**config.mk**
```make
export PLATFORM = sky130hd
export DESIGN_NAME = adc_scan_averager
export DESIGN_NICKNAME = d
export VERILOG_FILES = /design/src/rtl/adc_scan_averager.sv
export SDC_FILE = /design/constraint.sdc
export NUM_CORES = 1
export LEC_CHECK = 0
export ABC_AREA = 1
export CORE_MARGIN = 2
export CORE_UTILIZATION = 50
export CTS_CLUSTER_DIAMETER = 200
export DETAILED_ROUTE_END_ITERATION = 16
export PLACE_DENSITY = 0.73
export SYNTH_ARGS = -nofsm -noshare
export SYNTH_HDL_FRONTEND = slang
export SYNTH_SLANG_ARGS = --single-unit
```
**constraint.sdc**
```tcl
create_clock -name clk -period 2.2 [get_ports clk]
set_clock_uncertainty 0.1 [all_clocks]
set_input_delay 0.22 -clock clk [delete_from_list [all_inputs] [get_ports clk]]
set_output_delay 0.22 -clock clk [all_outputs]
set_load 0.03 [all_outputs]
```
**src/rtl/adc_scan_averager.sv**
```systemverilog
// adc_scan_averager: scans N_CH mux channels through an ADC0804-style
// converter, averages each burst and drives a hysteresis alarm LED.
module adc_scan_averager #(
  parameter int DATA_W      = 8,
  parameter int N_CH        = 4,
  parameter int CH_W        = 2,
  parameter int AVG_LOG2    = 2,
  parameter int WR_LOW_CYC  = 4,
  parameter int SETTLE_CYC  = 8,
  parameter int TIMEOUT_CYC = 1023,
  parameter int ALARM_HI    = 160,
  parameter int ALARM_LO    = 150
) (
  input  logic              clk,
  input  logic              rst,
  input  logic              scan_en,
  input  logic              intr,
  input  logic [DATA_W-1:0] adc,
  output logic              wr,
  output logic [CH_W-1:0]   ch_sel,
  output logic              avg_valid,
  output logic [CH_W-1:0]   avg_ch,
  output logic [DATA_W-1:0] avg_data,
  output logic              led_state,
  output logic              timeout_err,
  output logic              busy
);

  localparam int ACC_W = DATA_W + AVG_LOG2;
  localparam int CNT_W = AVG_LOG2 + 1;
  localparam int T_A   = (SETTLE_CYC > WR_LOW_CYC) ?
                         SETTLE_CYC : WR_LOW_CYC;
  localparam int T_MAX = (TIMEOUT_CYC > T_A) ? TIMEOUT_CYC : T_A;
  localparam int TMR_W = $clog2(T_MAX + 1);

  localparam logic [TMR_W-1:0] SETTLE_LAST = TMR_W'(SETTLE_CYC - 1);
  localparam logic [TMR_W-1:0] WR_LAST     = TMR_W'(WR_LOW_CYC - 1);
  localparam logic [TMR_W-1:0] TMO_LAST    = TMR_W'(TIMEOUT_CYC - 1);
  localparam logic [CNT_W-1:0] CNT_FULL    = CNT_W'(1 << AVG_LOG2);
  localparam logic [CH_W-1:0]  CH_LAST     = CH_W'(N_CH - 1);
  localparam logic [DATA_W-1:0] HI         = DATA_W'(ALARM_HI);
  localparam logic [DATA_W-1:0] LO         = DATA_W'(ALARM_LO);

  typedef enum logic [2:0] {
    S_IDLE,
    S_SETTLE,
    S_START,
    S_WAIT_HI,
    S_WAIT_LO,
    S_LATCH
  } state_t;

  state_t state;
  state_t state_n;

  logic              intr_m;
  logic              intr_s;
  logic [TMR_W-1:0]  tmr;
  logic [ACC_W-1:0]  acc;
  logic [CNT_W-1:0]  cnt;
  logic [N_CH-1:0]   flags;

  logic              take;
  logic              publish;
  logic              tmo;
  logic [ACC_W-1:0]  sum;
  logic [CNT_W-1:0]  cnt_inc;
  logic [DATA_W-1:0] avg;
  logic [CH_W-1:0]   ch_nxt;
  logic [N_CH-1:0]   flags_n;

  // intr comes straight from the converter, unrelated to clk
  always_ff @(posedge clk or posedge rst) begin
    if (rst) begin
      intr_m <= 1'b0;
      intr_s <= 1'b0;
    end else begin
      intr_m <= intr;
      intr_s <= intr_m;
    end
  end

  always_ff @(posedge clk or posedge rst) begin
    if (rst) state <= S_IDLE;
    else     state <= state_n;
  end

  always_comb begin
    state_n = state;
    take    = 1'b0;
    publish = 1'b0;
    tmo     = 1'b0;
    unique case (state)
      S_IDLE: begin
        if (scan_en) state_n = S_SETTLE;
      end
      S_SETTLE: begin
        if (tmr == SETTLE_LAST) state_n = S_START;
      end
      S_START: begin
        if (tmr == WR_LAST) state_n = S_WAIT_HI;
      end
      S_WAIT_HI: begin
        if (intr_s) begin
          state_n = S_WAIT_LO;
        end else if (tmr == TMO_LAST) begin
          tmo     = 1'b1;
          state_n = S_SETTLE;
        end
      end
      S_WAIT_LO: begin
        if (!intr_s) begin
          state_n = S_LATCH;
        end else if (tmr == TMO_LAST) begin
          tmo     = 1'b1;
          state_n = S_SETTLE;
        end
      end
      S_LATCH: begin
        take = 1'b1;
        if (cnt_inc == CNT_FULL) begin
          publish = 1'b1;
          state_n = scan_en ? S_SETTLE : S_IDLE;
        end else begin
          state_n = S_START;
        end
      end
      default: state_n = S_IDLE;
    endcase
  end

  // one shared phase timer, restarted on every state change
  always_ff @(posedge clk or posedge rst) begin
    if (rst)                    tmr <= '0;
    else if (state_n != state)  tmr <= '0;
    else if (state != S_IDLE)   tmr <= tmr + 1'b1;
  end

  always_comb begin
    sum     = acc + ACC_W'(adc);
    cnt_inc = cnt + 1'b1;
    avg     = sum[ACC_W-1:AVG_LOG2];
    ch_nxt  = (ch_sel == CH_LAST) ? '0 : ch_sel + 1'b1;
    flags_n = flags;
    if (avg >= HI)      flags_n[ch_sel] = 1'b1;
    else if (avg <= LO) flags_n[ch_sel] = 1'b0;
  end

  always_ff @(posedge clk or posedge rst) begin
    if (rst) begin
      wr          <= 1'b1;
      busy        <= 1'b0;
      ch_sel      <= '0;
      avg_valid   <= 1'b0;
      avg_ch      <= '0;
      avg_data    <= '0;
      led_state   <= 1'b0;
      timeout_err <= 1'b0;
      acc         <= '0;
      cnt         <= '0;
      flags       <= '0;
    end else begin
      wr        <= (state_n != S_START);
      busy      <= (state_n != S_IDLE);
      avg_valid <= publish;
      if (tmo) begin
        timeout_err <= 1'b1;
        acc         <= '0;
        cnt         <= '0;
      end else if (publish) begin
        avg_ch    <= ch_sel;
        avg_data  <= avg;
        flags     <= flags_n;
        led_state <= |flags_n;
        ch_sel    <= ch_nxt;
        acc       <= '0;
        cnt       <= '0;
      end else if (take) begin
        acc <= sum;
        cnt <= cnt_inc;
      end
    end
  end

endmodule

```
## After elaboration in Yosys (flattened, before gate mapping)

Cells that the tools add are included.

| cells by class | value |
|---|---|
| equal/unequal tests | 12 |
| mux-type cells | 29 |
| reduce and logical (&&, ||, !) cells | 8 |
| add/subtract/negate cells | 4 |
| $lt $le $gt $ge | 4 |
| bitwise logic cells | 4 |

Operators by type and width:

| cell | number |
|---|---|
| 10-bit 2-to-1 mux | 5 |
| 3-bit 2-to-1 mux | 9 |
| 3-bit case mux with 6 select lines | 1 |
| 10-bit by 1-bit adder with 10-bit output, second input constant | 1 |
| 10-bit by 8-bit adder with 10-bit output | 1 |
| 10-bit equality test, second input constant | 1 |
| 10-bit by 2-bit equality test with 1-bit output, second input constant | 1 |
| 10-bit by 3-bit equality test with 1-bit output, second input constant | 1 |
| 3-bit equality test, second input constant | 3 |
| 3-bit nonzero test | 3 |
| 8-bit greater-or-equal comparator, second input constant | 1 |
| 8-bit less-or-equal comparator, second input constant | 1 |
| 1-bit 2-to-1 mux | 8 |
| 4-bit 2-to-1 mux | 2 |
| 3-bit by 2-bit equality test with 1-bit output, second input constant | 2 |
| 4-bit AND | 1 |
| 2-bit 2-to-1 mux | 2 |
| 4-bit inverter | 1 |
| 4-bit bitwise OR | 1 |
| 4-bit OR reduction | 1 |
| 3-bit by 1-bit adder with 3-bit output, second input constant | 1 |
| 3-bit by 1-bit equality test with 1-bit output, second input constant | 1 |
| 3-bit zero test | 1 |
| 2-bit by 3-bit less-than comparator with 1-bit output, second input constant | 1 |
| other kinds (11) | 11 |

| storage, ports and cells | value |
|---|---|
| bits of input ports | 12 |
| output and inout bits | 17 |
| register bits after elaboration | 49 |
| word-level logic and storage cells | 76 |

## Depth between registers and ports, before layout

Gate-level depths: netlist of run 1.

| logic depth | value |
|---|---|
| depth after elaboration | 9 |
| mapped depth | 15 |
| mapped depth without buffers | 15 |

## Worst setup path after synthesis of run 1

No wires, ideal clock.

| timing | value |
|---|---|
| kind | flip-flop to flip-flop |
| start point | register acc[0] |
| end point | register led_state |
| data required time | 1.978 ns |
| buffers on the path | 0 |
| arrival | 1.912 ns |
| clock period less this slack | 2.134 ns |
| setup slack | 0.066 ns |
| library setup time | 0.122 ns |
| cell stages (with the launch flop) | 15 |
| cells stage by stage | dfrtp_1 -> ha_1 -> fa_1 -> nand3_1 -> nand3_1 -> nand2_1 -> nand2_1 -> nand3_1 -> nand3_1 -> nand2_1 -> nand2_1 -> nand3_1 -> nand3_1 -> nor2_1 -> a21oi_1 |

| between the ends | value |
|---|---|
| cells in the longest elaborated chain, start to end | 5 |
| elaborated cells on any way between the ends | 6 |
| classes of those cells | add/sub: 1; order compare: 2; mux: 2; reduce/logical: 1 |

RTL lines:

| element | line | RTL |
|---|---|---|
| from (decl) | 59 | `logic [ACC_W-1:0] acc;` |
| from (signal assigned) | 179 | `acc <= sum;` |
| 10-bit by 8-bit adder with 10-bit output * | 140 | `sum = acc + ACC_W'(adc);` |
| 8-bit less-or-equal comparator | 146 | `else if (avg <= LO) flags_n[ch_sel] = 1'b0;` |
| 4-bit 2-to-1 mux | 146 |  |
| 4-bit 2-to-1 mux * | 145 | `if (avg >= HI) flags_n[ch_sel] = 1'b1;` |
| 4-bit OR reduction * | 174 | `led_state <= \|flags_n;` |
| to (signal assigned) | 174 |  |
| to (decl) | 24 | `output logic led_state,` |

Mark *: on every way between the ends. The rest lies on a longest branch, timed or not.
A chain may end at the register's enable or synchronous reset.

## Worst setup path after layout of run 1

Ends and elaborated chain as after synthesis.

==> results of run 1 <==
[layout make-up]
type                            instances  area share [%]
Sequential cell                        49           34.96
Clock inverter                          1          0.8553
Tap cell                               72           2.566
Timing Repair Buffer                   49           12.83
Inverter                               47           5.025
Multi-Input combinational cell        245           41.30
Clock buffer                            7           2.459
[per-layer routing]
layer,global-route usage [%],share of wire (%),up-vias
li1,-,-,1228
met3,4.253,4.7,12
met4,6.667,1.9,0
met1,25.04,43,1100
met2,34.91,50,70
met5,0,0,-
[report_power, final]
group	total, mW	switching (mW)	internal, mW
combinational	2.52	1.46	1.07
clock	0.653	0.282	0.371
sequential	1.36	0.199	1.16
[worst max-delay path, delay by kind of cell (launching register included)]
kind                     cells  cell delay, ns
adder cells (fa/ha/maj)      2            0.53
AO/OA/AOI/OAI                1            0.07
flip-flops                   1            0.39
AND/OR/NAND/NOR             11            0.99
[cell families (layout without fill, tap and decap cells)]
family / Yosys count / in the layout / synth area share [%]
AO/OA/AOI/OAI: 36 / 36 / 7.588
flip-flops: 49 / 49 / 44.31
AND/OR/NAND/NOR: 183 / 183 / 30.40
buffers and inverters: 51 / 104 / 6.910
XOR/XNOR: 9 / 9 / 2.846
adder cells (fa/ha/maj): 17 / 17 / 7.949
[flip-flops by register name, summed over array words and instances, names as in the netlist, 2 cells and up]
signal    cells
acc          10
tmr          10
avg_data      8
flags         4
cnt           3
state         3
avg_ch        2
ch_sel        2
[layout by cell type, fill, tap and decap left out, types with 3 or more instances in the layout]
| cell type | synthesis | routed |
|---|---|---|
| a21oi_1 | 5 | 5 |
| a22o_1 | 3 | 3 |
| buf_4 | 0 | 20 |
| clkbuf_8 | 0 | 6 |
| clkdlybuf4s50_1 | 0 | 28 |
| dfrtp_1 | 48 | 48 |
| ha_1 | 16 | 12 |
| ha_4 | 0 | 3 |
| inv_1 | 40 | 39 |
| inv_2 | 7 | 8 |
| nand2_1 | 101 | 96 |
| nand2_2 | 4 | 9 |
| nand3_1 | 23 | 18 |
| nand3_2 | 1 | 6 |
| nand4_1 | 15 | 15 |
| nor2_1 | 22 | 20 |
| nor3_1 | 3 | 3 |
| nor4_1 | 4 | 3 |
| o21ai_0 | 19 | 18 |
| xor2_1 | 8 | 7 |
[what timing repair did]
| action | 4_1_cts | 5_1_grt |
|---|---|---|
| pin swaps | 3 | 11 |
| setup endpoints to repair | 5 | 16 |
| setup buffers | 0 | 2 |
| gates cloned | 0 | 0 |
| gates resized for setup | 6 | 15 |
[final timing paths]
| kind | from | end | slack, ns | depth (start not counted) |
|---|---|---|---|---|
| min in group clk | intr_m$_DFF_PP0_ | intr_s$_DFF_PP0_ | 0.25 | 0 |
| hold / removal | rst | ch_sel[1]$_DFFE_PP0P_ | 0.16 | 3 |
| setup reg to reg | acc[0]$_DFFE_PP0P_ | led_state$_DFFE_PP0P_ | 0.002 | 14 |
| setup / recovery | acc[0]$_DFFE_PP0P_ | led_state$_DFFE_PP0P_ | 0.002 | 14 |
| hold reg to reg | intr_m$_DFF_PP0_ | intr_s$_DFF_PP0_ | 0.25 | 0 |
| max in group asynchronous | rst | wr$_DFF_PP1_ | 1.56 | 3 |
[metrics by stage]
| step | utilization, % | std cells | cell area, sq um | total power, mW | TNS [ns] |
|---|---|---|---|---|---|
| 2_1_floorplan | - | 345 | 2770 | 2.880 | 0 |
| 3_3_place_gp | 60.32 | 460 | 3281 | 3.651 | -1.419 |
| 3_5_place_dp | 60.32 | 460 | 3281 | 3.687 | -1.968 |
| 4_1_cts | 62.87 | 468 | 3420 | 4.405 | -0.0008589 |
| 5_1_grt | 64.55 | 470 | 3511 | 4.961 | -0.3740 |
| 6_report | 64.55 | 470 | 3511 | 4.535 | 0 |
==> results.toml, run 1 <==
[yosys]
synth-seq-cells = 49
synth_top_area_share_pct = 43.36
synthFlopType = "dfrtp_1"
mappedNetlistArea_sq_um = 2770
synth_edf_count = 0
synth_cell_types = 34
ys_seq_area_share_pct = 44.31
synth_top_area_cell = "dfrtp_1"
postSynthCellCount = 345
ys.warnings.count = 0
syn_area_per_cell_sq_um = 8.029
ys_top_cells_by_count = "101 x nand2_1, 48 x dfrtp_1, 40 x inv_1"
synthTopCellsByArea = "dfrtp_1 43%, nand2_1 14%, ha_1 7.2%, inv_1 5.4%, nand3_1 4.2%"
yosysMostFrequentCell = "nand2_1"
synth_nets = 374
async_reset_ff_share_pct = 100.0

[timing]
hold_ws_ns = 0.1628
layout_min_cycle_time_ns = 2.198
rsz0062_at_grt = "true"
layout_setup_ws_ns = 0.001884
clock.fmax_mhz = 454.9
setup_viol = 0
final_hold_viol_count = 0
relSlewSlack_pct = 66.42
slew_viol_final = 0
worst_slew_pin_slew_ns = 0.5032
fin_crit_sh_pct = 99.91

[global_route]
grt_pass1_wl_um = 9867
antenna_found_initial = 0
gr-usage-all-layers_pct = 20.12
grt_pass1_vias = 2303
grt_max_degree = 50
grt_overflow = 0

[placement]
place.gp.congestion = 0.9387
dpl_worst_slack_ns = -0.4039
numPortBuffers = 28
dp_hpwl_um = 4065

[routing]
vias_per_cell = 5.128
drt-total-wl_um = 5612
antenna_left = 0
dr.first_iter.drc_count = 142
wl_per_cell_um = 11.94
drc = 0
vias = 2410
drtPass1Iterations = 4

[cts]
cts_sinks = 49
clk_pin_slew_worst_paths_ns = 0.09
cts_hold_buf = 0
cts_buffer_depth = 2
cts_root_buffer = "clkbuf_8"
cts_tree = "built"
cts-buffers-inserted = 5
clkLatencyLatePin_ns = 0.30
cts_max_level = 2

[pwr]
ir_drop_mv = 0.7524
p_leak_nw = 1.762
p_per_area_nw_per_um2 = 1292

[die]
rows = 27
dieWidth_um = 78.44
dieArea_sq_um = 6152
core_sq_um = 5439
start_util_pct = 50.93
fp.dieH_um = 78.44
pin_count = 29

[setup_path]
end_kind = "flip-flop"
crit_chain = "ha_2 > fa_2 > nand3_2 > nand3_2 > nand2_1 > nand2_1 > nand3_1 > nand2_1 > nand4_1 > nand2_1 > nand2_1 > nand3_2 > nor2_1 > a21oi_1"
arrival_ns = 2.29
slowest_delay_ns = 0.39
cp.required_ns = 2.29
critPathLaunchType = "flip-flop"
crit_fanout = 4
slowest_stage = "dfrtp_1"
critPathKind = "reg2reg"
cp_common_cell = "nand2_1"

[finish]
ff_latch_area_sq_um = 1227
fillCellCount = 454
antenna_cells = 0
drive_gt1_share_pct = 17.34
nets = 426
multi_input_area_sq_um = 1450
syn_to_final_growth_pct = 26.74

[worst_hold_path]
hold_class = "in2async"

[run]
max_cap_viol_count = 0

[run_status]
outcome = "finished clean"
Note: power is estimated with default switching activity, not from simulation.
==> run 2, diff against run 1 <==
- CORE_ASPECT_RATIO: default -> 0.9
==> results.toml, run 2 (synthesis gave the netlist of run 1 again) <==
[run_status]
outcome = "complete, but fails checks"
violations = "setup timing"

[setup_path]
crit_chain = "ha_4 > fa_2 > nand3_2 > nand3_2 > nand2_2 > nand2_2 > nand3_2 > nand3_1 > nand2_2 > nand2_4 > nand3_2 > nand3_2 > nor2_1 > a21oi_1"
worst-r2r-setup-slack_ns = -0.03
setup.worst_path.start = "acc[0]$_DFFE_PP0P_"
r2r-start = "acc[0]$_DFFE_PP0P_"
end_kind = "flip-flop"
cp.required_ns = 2.29
rr_endpoint = "led_state$_DFFE_PP0P_"
crit_fanout = 4
critPathLaunchType = "flip-flop"
r2r_cells = 14
cp_common_cell = "nand3_2"
critPathKind = "reg2reg"
crit_path_end = "led_state$_DFFE_PP0P_"
slowest_stage = "dfrtp_1"
arrival_ns = 2.32
slowest_delay_ns = 0.43

[timing]
fin_setup_tns_ns = -0.03061
rsz0062_at_grt = "true"
slew_viol_final = 0
clock.fmax_mhz = 448.3
setup_viol = 1
layout_min_cycle_time_ns = 2.231
worst_slew_pin_slew_ns = 0.5186
hold_ws_ns = 0.1619
final_hold_viol_count = 0
fin_crit_sh_pct = 101.4
layout_setup_ws_ns = -0.03061
relSlewSlack_pct = 65.39

[die]
dieWidth_um = 82.46
start_util_pct = 52.40
rows = 25
dieArea_sq_um = 6153
core_sq_um = 5286
fp.dieH_um = 74.62
pin_count = 29

[global_route]
grt_pass1_vias = 2369
grt_pass1_wl_um = 10370
grt_max_degree = 50
grt_overflow = 0
antenna_found_initial = 0
gr-usage-all-layers_pct = 22.14

[cts]
clkLatencyLatePin_ns = 0.30
cts_hold_buf = 0
cts_tree = "built"
clk_pin_slew_worst_paths_ns = 0.09
cts_root_buffer = "clkbuf_8"
cts_buffer_depth = 2
cts_max_level = 2
cts_sinks = 49
cts-buffers-inserted = 5

[routing]
drt-total-wl_um = 6347
vias = 2473
drc = 0
antenna_left = 0
vias_per_cell = 5.262
dr.first_iter.drc_count = 97
wl_per_cell_um = 13.50
drtPass1Iterations = 5

[pwr]
ir_drop_mv = 0.7007
p_per_area_nw_per_um2 = 1296
p_leak_nw = 1.792

[placement]
dpl_worst_slack_ns = -0.3766
dp_hpwl_um = 4446
place.gp.congestion = 0.9380
numPortBuffers = 28

[finish]
syn_to_final_growth_pct = 28.55
drive_gt1_share_pct = 22.08
antenna_cells = 0
final_cell_mix = "88 x nand2_1, 48 x dfrtp_1, 38 x inv_1"
nets = 431
layout_commonest_cell = "nand2_1"
reg.largest.list = "acc: 10 flops, tmr: 10 flops, avg_data: 8 flops"
final_util_pct = 67.36

[worst_hold_path]
hold_class = "in2async"

[run]
max_cap_viol_count = 0
==> run 2: cell count changes in the layout (fill, tap and decap cells not counted), moves of 3 or more <==
cell / before / now
nand3_2: 6 / 9
nand2_1: 96 / 88
nand3_1: 18 / 15
nand2_2: 9 / 16
buf_4: 20 / 23
o21ai_0: 18 / 15
==> run 2: layout make-up <==
class | count | area (sq um)
clock buffer | 6 | 72.57
clock inverter | 2 | 10.01
fill | 453 | 1725
inverter | 47 | 178.9
multi-input combinational | 245 | 1493
sequential | 49 | 1227
tap | 67 | 83.83
timing repair buffer | 54 | 495.5
==> run 2: repair_timing <==
action / 4_1_cts / 5_1_grt
pin swaps: 11 / 15
setup endpoints to repair: 5 / 29
setup buffers: 2 / 1
resized for setup: 14 / 29
cloned: 0 / 0
==> run 2: worst max-delay path, delay by kind of cell, from the launching register on <==
family,cells,cell delay [ns]
DFF,1,0.43
AOI/OAI and AO/OA,1,0.07
adders and majority gates,2,0.53
and+or+nand+nor,11,1.00
==> run 2: how the worst min path moves through the flow <==
stage | to | slack [ns] | depth (start not counted)
finish | avg_valid$_DFF_PP0_ | 0.16 | 3
global route | avg_valid$_DFF_PP0_ | 0.19 | 3
CTS | avg_ch[0]$_DFFE_PP0P_ | 0.17 | 3
detailed placement | intr_s$_DFF_PP0_ | 0.24 | 0
global placement | intr_s$_DFF_PP0_ | 0.24 | 0
floorplan | intr_m$_DFF_PP0_ | 0.15 | 0
==> run 2: power by group <==
group | switching, mW | internal (mW) | total (mW)
logic | 1.60 | 1.14 | 2.74
clock network | 0.290 | 0.221 | 0.511
registers | 0.203 | 1.16 | 1.36
total | 2.10 | 2.52 | 4.62
==> run 2: metrics by stage <==
step | cells | power (mW) | cell area, sq um
after floorplan | 345 | 2.880 | 2770
after global placement | 460 | 3.679 | 3312
after detailed placement | 460 | 3.744 | 3312
after CTS | 470 | 4.405 | 3472
after global routing | 470 | 4.992 | 3561
final | 470 | 4.616 | 3561
==> run 2: metal layers <==
| layer | up-vias | global-route usage [%] | part of all wire (%) | wire, um |
|---|---|---|---|---|
| met5 | - | 0 | 0 | 0 |
| met2 | 64 | 37.90 | 49 | 3137 |
| li1 | 1243 | - | - | - |
| met3 | 8 | 5.995 | 4.6 | 294 |
| met4 | 0 | 5.926 | 1.1 | 72 |
| met1 | 1158 | 27.83 | 45 | 2844 |
==> run 3, diff against run 2 <==
- CORE_UTILIZATION: 50 -> 51
- PLACE_DENSITY: 0.73 -> 0.74
==> results.toml, run 3 (synthesis gave the netlist of run 1 again) <==
[finish]
syn_to_final_growth_pct = 27.51
drive_gt1_share_pct = 18.91
antenna_cells = 0
fillCellCount = 441
reg.largest.list = "acc: 10 flops, tmr: 10 flops, avg_data: 8 flops"
nets = 430
fin_area_sq_um = 3532
layout_commonest_cell = "nand2_1"
final_cell_mix = "93 x nand2_1, 48 x dfrtp_1, 39 x inv_1"
instances_no_fill = 469

[routing]
drt-total-wl_um = 6293
wl_per_cell_um = 13.42
dr.first_iter.drc_count = 138
vias_per_cell = 5.247
vias = 2461
drc = 0
drtPass1Iterations = 4
antenna_left = 0

[placement]
dpl_cell_area_sq_um = 3292
dp_cells = 459
dp_hpwl_um = 4601
dpl_worst_slack_ns = -0.3964
place.gp.congestion = 0.9289
numPortBuffers = 28

[global_route]
antenna_found_initial = 0
grt_max_degree = 24
use_met3_pct = 4.300
grt_util_met1_pct = 27.85
grt_pass1_wl_um = 10310
grt_overflow = 0
busiest_layer = "met2"
grt_pass1_vias = 2391
grt.met2_usage_pct = 39.62
gr-usage-all-layers_pct = 22.47

[cts]
cts_sinks = 49
cts_max_level = 2
cts_buffer_depth = 2
cts_hold_buf = 0
cts-buffers-inserted = 5
cts_tree = "built"
clkLatencyLatePin_ns = 0.30
clk_pin_slew_worst_paths_ns = 0.09
cts_root_buffer = "clkbuf_8"

[pwr]
seq_power_share_pct = 29.2
ir_drop_mv = 0.7582
p_leak_nw = 1.784
swShare_pct = 43.68
clkPwrFrac_pct = 14.3
p_int_mw = 2.636
p_switching_mw = 2.045
power_frac_comb_pct = 56.6
p_per_area_nw_per_um2 = 1325

[timing]
worst_slew_pin_slew_ns = 0.4989
fin_crit_sh_pct = 101.1
relSlewSlack_pct = 66.70
fin_setup_tns_ns = -0.02433
rsz0062_at_grt = "true"
layout_setup_ws_ns = -0.02433
slew_viol_final = 0
setup_viol = 1
hold_ws_ns = 0.1280
layout_min_cycle_time_ns = 2.224
final_hold_viol_count = 0
clock.fmax_mhz = 449.6

[die]
core_sq_um = 5255
fp.dieH_um = 73.92
dieWidth_um = 81.69
start_util_pct = 52.71
pin_count = 29
rows = 25
dieArea_sq_um = 6038

[setup_path]
cp.required_ns = 2.33
critPathKind = "reg2reg"
end_kind = "flip-flop"
crit_fanout = 4
r2r_cells = 12
critPathLaunchType = "flip-flop"
arrival_ns = 2.36

[run_status]
outcome = "complete, but fails checks"
violations = "setup timing"

[run]
max_cap_viol_count = 0

[worst_hold_path]
hold_class = "in2async"
-- run 3: worst paths after layout --
path,from,endpoint,slack [ns]
setup / recovery,acc[0]$_DFFE_PP0P_,led_state$_DFFE_PP0P_,-0.02
hold / removal,rst,avg_data[0]$_DFFE_PP0P_,0.13
setup reg to reg,acc[0]$_DFFE_PP0P_,led_state$_DFFE_PP0P_,-0.02
hold reg to reg,intr_m$_DFF_PP0_,intr_s$_DFF_PP0_,0.26
max in group asynchronous,rst,acc[0]$_DFFE_PP0P_,1.30
min in group clk,intr_m$_DFF_PP0_,intr_s$_DFF_PP0_,0.26
-- run 3: final cells by class --
class	instances	area (sq um)	share of cell area (%)
Clock buffer	7	86.33	2.444
Tap cell	67	83.83	2.373
Timing Repair Buffer	53	471.7	13.35
Clock inverter	1	30.03	0.8502
Sequential cell	49	1227	34.75
Multi-Input combinational cell	245	1456	41.23
Inverter	47	176.4	4.995
-- run 3: worst max-delay path: stages (launching register included) --
cell	delay (ns)
dfrtp_1	0.41
ha_4	0.17
fa_2	0.40
buf_6	0.13
xor2_2	0.14
nand3_1	0.11
nand2_1	0.07
nand4_1	0.17
nand2_1	0.12
nand2_1	0.07
nand3_2	0.08
nor2_2	0.04
a21oi_1	0.13
-- run 3: repair_timing --
item,4_1_cts,5_1_grt
setup endpoints to repair,7,16
pin swaps,4,19
resized for setup,8,17
setup buffers,1,1
-- run 3: power groups by stage --
stage | sequential, mW | clock, mW | combinational (mW)
after floorplan | 1.47 | 0 | 1.41
after global placement | 1.35 | 0 | 2.34
after detailed placement | 1.37 | 0 | 2.40
after CTS | 1.36 | 0.681 | 2.48
after global routing | 1.40 | 0.722 | 2.93
final | 1.37 | 0.667 | 2.65
-- run 3: stage by stage --
stage / util, % / power [mW]
floorplan: - / 2.880
global placement: 62.64 / 3.694
detailed placement: 62.64 / 3.765
CTS: 65.71 / 4.519
global route: 67.21 / 5.045
finish: 67.21 / 4.681
-- run 3: routing by layer --
| layer | up-vias | wire [um] |
|---|---|---|
| met3 | 9 | 189 |
| met1 | 1165 | 2928 |
| met5 | - | 0 |
| li1 | 1239 | - |
| met4 | 0 | 87 |
| met2 | 48 | 3088 |
